**src/rtl/tage_ghist_ckpt.sv**
```systemverilog
// Speculative/architectural global history with per-branch checkpoints and folded output.
// Optional TAGE_GHIST_PERF_EN adds saturating flush and full-stall counters.
module tage_ghist_ckpt #(
  parameter int GHR_LEN    = 64,
  parameter int CKPT_DEPTH = 8,
  parameter int FOLD_W     = 10
) (
  input  logic                            clk,
  input  logic                            rst,
  input  logic                            pred_valid,
  input  logic                            pred_taken,
  output logic                            pred_ready,
  output logic [$clog2(CKPT_DEPTH)-1:0]   pred_ckpt_id,
  input  logic                            commit_valid,
  input  logic                            commit_taken,
  input  logic                            flush_valid,
  input  logic [$clog2(CKPT_DEPTH)-1:0]   flush_id,
  input  logic                            flush_taken,
  output logic [GHR_LEN-1:0]              spec_ghr,
  output logic [GHR_LEN-1:0]              arch_ghr,
  output logic [FOLD_W-1:0]               fold_hist,
  output logic [$clog2(CKPT_DEPTH):0]     ckpt_count
`ifdef TAGE_GHIST_PERF_EN
  ,
  output logic [31:0]                     flush_cnt,
  output logic [31:0]                     full_stall_cnt
`endif
);

  localparam int PTR_W  = $clog2(CKPT_DEPTH);
  localparam int CNT_W  = PTR_W + 1;
  localparam int NCHUNK = (GHR_LEN + FOLD_W - 1) / FOLD_W;

  logic [GHR_LEN-1:0] ckpt [CKPT_DEPTH];
  logic [PTR_W-1:0]   head, tail, head_next, tail_next;
  logic [CNT_W-1:0]   count_next;
  logic [GHR_LEN-1:0] spec_next;
  logic [PTR_W-1:0]   flush_off;
  logic               flush_ok, pred_fire, commit_fire;
  logic [NCHUNK*FOLD_W-1:0] padded;

  assign pred_ready   = (ckpt_count != CNT_W'(CKPT_DEPTH));
  assign pred_ckpt_id = tail;

  // An id is live when its distance from head is below the live count.
  assign flush_off   = flush_id - head;
  assign flush_ok    = flush_valid && ({1'b0, flush_off} < ckpt_count);
  assign pred_fire   = pred_valid && pred_ready && !flush_ok;
  assign commit_fire = commit_valid && (ckpt_count != '0);

  always_comb begin
    head_next  = head + PTR_W'(commit_fire);
    tail_next  = tail;
    spec_next  = spec_ghr;
    count_next = ckpt_count;
    if (flush_ok) begin
      tail_next  = flush_id + PTR_W'(1);
      spec_next  = {ckpt[flush_id][GHR_LEN-2:0], flush_taken};
      count_next = {1'b0, flush_off} + CNT_W'(1);
    end else if (pred_fire) begin
      tail_next  = tail + PTR_W'(1);
      spec_next  = {spec_ghr[GHR_LEN-2:0], pred_taken};
      count_next = ckpt_count + CNT_W'(1);
    end
    if (commit_fire) count_next = count_next - CNT_W'(1);
  end

  always_ff @(posedge clk or posedge rst) begin
    if (rst) begin
      head       <= '0;
      tail       <= '0;
      ckpt_count <= '0;
      spec_ghr   <= '0;
      arch_ghr   <= '0;
    end else begin
      head       <= head_next;
      tail       <= tail_next;
      ckpt_count <= count_next;
      spec_ghr   <= spec_next;
      if (commit_fire) arch_ghr <= {arch_ghr[GHR_LEN-2:0], commit_taken};
    end
  end

  // Checkpoint storage needs no reset; only live slots are ever read.
  always_ff @(posedge clk) begin
    if (pred_fire) ckpt[tail] <= spec_ghr;
  end

  always_comb begin
    padded = '0;
    padded[GHR_LEN-1:0] = spec_ghr;
    fold_hist = '0;
    for (int c = 0; c < NCHUNK; c++) fold_hist ^= padded[c*FOLD_W +: FOLD_W];
  end

`ifdef TAGE_GHIST_PERF_EN
  always_ff @(posedge clk or posedge rst) begin
    if (rst) begin
      flush_cnt      <= '0;
      full_stall_cnt <= '0;
    end else begin
      if (flush_ok && flush_cnt != '1) flush_cnt <= flush_cnt + 32'd1;
      if (pred_valid && !pred_ready && full_stall_cnt != '1)
        full_stall_cnt <= full_stall_cnt + 32'd1;
    end
  end
`endif

endmodule

```
**config.mk**
```make
export PLATFORM = sky130hd
export DESIGN_NAME = tage_ghist_ckpt
export DESIGN_NICKNAME = d
export VERILOG_FILES = /design/src/rtl/tage_ghist_ckpt.sv
export SDC_FILE = /design/constraint.sdc
export NUM_CORES = 1
export LEC_CHECK = 0
export ABC_AREA = 1
export BUFFER_PORTS_ARGS = -buffer_cell sky130_fd_sc_hd__buf_2
export CAP_MARGIN = 20
export CORE_ASPECT_RATIO = 0.5
export CORE_MARGIN = 5
export CORE_UTILIZATION = 55
export CTS_CLUSTER_DIAMETER = 150
export DETAILED_ROUTE_END_ITERATION = 16
export HOLD_SLACK_MARGIN = 0.1
export PLACE_DENSITY_LB_ADDON = 0.25
export SYNTH_ARGS = -nofsm -noshare
export SYNTH_HDL_FRONTEND = slang
export SYNTH_SLANG_ARGS = --single-unit
```
**constraint.sdc**
```tcl
create_clock -name clk -period 8.1 [get_ports clk]
set_input_delay 1.62 -clock clk [delete_from_list [all_inputs] [get_ports clk]]
set_output_delay 1.62 -clock clk [all_outputs]
set_load 0.03 [all_outputs]
```
==> impl_metrics.toml <==
[worst_setup_path]
cp.required_ns = 8.61
crit_family = "buffers and inverters"
path_cells = "buf_2, clkinv_2, nand2_1, nand2_1, nand2_1, nand2_1, ha_1, inv_1, nor2_1, nand2_1, nand2_2, nand2_4, inv_2, buf_4, nand2_1, nand3_1"
end_kind = "flip-flop"
path_max_fanout = 42
critPathMaxStageDelay_ns = 0.78
worstPathArrival_ns = 6.18
slowest_stage = "clkinv_2"
cp-start-kind = "input pin"
cp_num_buf_inv = 5
crit_top_cell = "nand2_1"
critPathKind = "input pin to flip-flop"

[finish]
antenna_cells = 0
stdcell_area_sq_um = 28600
utilization = 0.626
fillerInstances = 3438
area_growth_pct = 11.6
fin_cells = 2799
fin_nets = 2150
multiInputGateArea_sq_um = 6230
drive_gt1_frac = 0.137
ff_latch_area_sq_um = 18600

[grt]
overflow = 0
grt_pass1_wl_um = 94800
grt_pass1_vias = 16100
antenna_found_initial = 1
grt_usage = 0.236
grt_max_degree = 185

[clock_network]
root_buffer = "clkbuf_16"
cts.sinks = 642
cts_hold_buffers = 0
post_cts_resized = 0
max-clock-path-buffers = 3
clk_pin_slew_ns = 0.07
cts_tree = "done"
htree_num_levels = 2
postCtsSetupBuffers = 0
clock_latency_ns = 0.59
cts_buffers = 53

[logic_synthesis]
synth_compound_area_frac = 0.101
synthAdderAreaFrac = 0.00567
synth_fp_nets = 2048
synth-seq-cells = 642
synth_xor_area_frac = 0.0198
ys_warn_count = 0
yosysUniqueCellTypes = 32
synth_top_family_by_area = "simple AND/OR/NAND/NOR gates"
yosysSeqAreaShare = 0.726
syn_avg_cell_area_sq_um = 12.6
syn_area_sq_um = 25600
synthSimpleGateAreaFrac = 0.115
synthCells = 2026
synth_mux_area_frac = 0

[sta]
slew_headroom = 0.243
period_needed_ns = 5.66
worst_slew_pin_slew_ns = 1.13
worst_hold_slack_ns = 0.478
fin_crit_sh = 0.699
finalClockSkew_ns = 0.0230
hold_viol = 0
setup_viol = 0
fin_setup_tns_ns = 0
clock.fmax_mhz = 177
rsz0062_at_grt = "false"
slew_violations = 0

[routing]
drt-vias-per-instance = 5.94
final_antenna_net_count = 0
via_count = 16600
drt_iter0_markers = 1653
drc = 0
wl_um = 61100
wl_per_cell_um = 21.8
dr.pass1.iters = 5

[floorplanning]
initial_core_util = 0.561
fp.dieArea_sq_um = 51200
num_io_pins = 157
rows = 55
die_h_um = 163
core-area_sq_um = 45600
die_x_um = 315

[placement]
dp.cells = 2699
gp_congestion = 0.746
place_area_sq_um = 26700
hpwl_um = 31900
port_buffers = 156

[job]
cap_violations = 0

[power]
p_leak_nw = 10.6
power_per_cell_area_nw_per_um2 = 392
ir_drop_v = 0.000229

[worst_hold_path]
hold_class = "flip-flop to flip-flop"

[run_status]
status = "complete, no violations"
power by group:
group	internal, mW	switching (mW)	total [mW]
Clock	1.55	1.17	2.72
Sequential	4.56	0.770	5.33
Combinational	0.893	2.27	3.17
Total	7.01	4.21	11.2
layout by cell type (no fill, tap or decap), drive strengths merged, types with 30 or more instances in the layout:
| cell type | count |
|---|---|
| xnor2 | 40 |
| buf | 180 |
| dfrtp | 138 |
| nor2 | 255 |
| o22ai | 30 |
| o221ai | 96 |
| nand3 | 113 |
| o211ai | 30 |
| edfxtp | 504 |
| clkbuf | 64 |
| nand2 | 355 |
| o21ai | 263 |
worst paths after layout:
path	startpoint	endpoint	slack (ns)	cells past startpoint
hold / removal	arch_ghr[63]	arch_ghr[63]	0.48	2
hold reg to reg	arch_ghr[63]	arch_ghr[63]	0.48	2
max in group asynchronous	rst	arch_ghr[26]	5.62	3
setup reg to reg	head[0]	spec_ghr[61]	4.44	15
setup / recovery	flush_id[2]	spec_ghr[61]	2.44	16
min in group asynchronous	rst	arch_ghr[37]	1.22	2
area by class of cell:
cell class                 instances  area share
clock buffer                      64      0.0503
tap                              627      0.0274
inverter                          29     0.00425
timing repair buffer             180      0.0351
sequential                       642       0.650
multi-input combinational       1222       0.218
clock inverter                    35      0.0144
worst min-delay path, delay by kind of cell (launching register included):
family / cells / cell delay, ns
AND/OR/NAND/NOR: 2 / 0.10
flip-flops: 1 / 0.35
cell families after synthesis:
logic type	after synthesis
buf+inv	162
xor+xnor	58
compound gates	421
simple gates	732
flops	642
fa+ha+maj	11
metal layers:
layer / track usage / wire (um)
met5: 0 / 20
met4: 0.0510 / 1090
met3: 0.0465 / 5400
met2: 0.367 / 28200
met1: 0.351 / 26400
cell usage after synthesis (all sizes together):
| cell | count | share of area |
|---|---|---|
| buf | 78 | 0.020 |
| o211ai | 30 | 0.0088 |
| nand2 | 355 | 0.053 |
| o221ai | 96 | 0.033 |
| nor2 | 255 | 0.037 |
| dfrtp | 138 | 0.13 |
| nand3 | 113 | 0.022 |
| inv | 28 | 0.0042 |
| clkbuf | 55 | 0.0083 |
| o22ai | 30 | 0.0073 |
| clkinv | 1 | 0.00020 |
| xor2 | 18 | 0.0062 |
| nor4 | 8 | 0.0020 |
| xnor2 | 40 | 0.014 |
| edfxtp | 504 | 0.59 |
| o21ai | 263 | 0.051 |
| ha | 10 | 0.0049 |
| and2 | 1 | 0.00024 |
| a21oi | 2 | 0.00054 |
| fa | 1 | 0.00078 |
registers in the layout, indices dropped and copies added (netlist names):
| register | flops |
|---|---|
| pred_ckpt_id | 3 |
| ckpt | 504 |
| arch_ghr | 64 |
| head | 3 |
| ckpt_count | 4 |
| spec_ghr | 64 |
per-stage QoR:
| stage | setup WS (ns) | total power [mW] |
|---|---|---|
| 2_1_floorplan | -2.13 | 7.35 |
| 3_3_place_gp | 2.04 | 8.48 |
| 3_5_place_dp | 1.92 | 8.56 |
| 4_1_cts | 2.52 | 11.3 |
| 5_1_grt | 2.03 | 11.7 |
| 6_report | 2.44 | 11.2 |
Note: power is estimated with default switching activity, not from simulation.
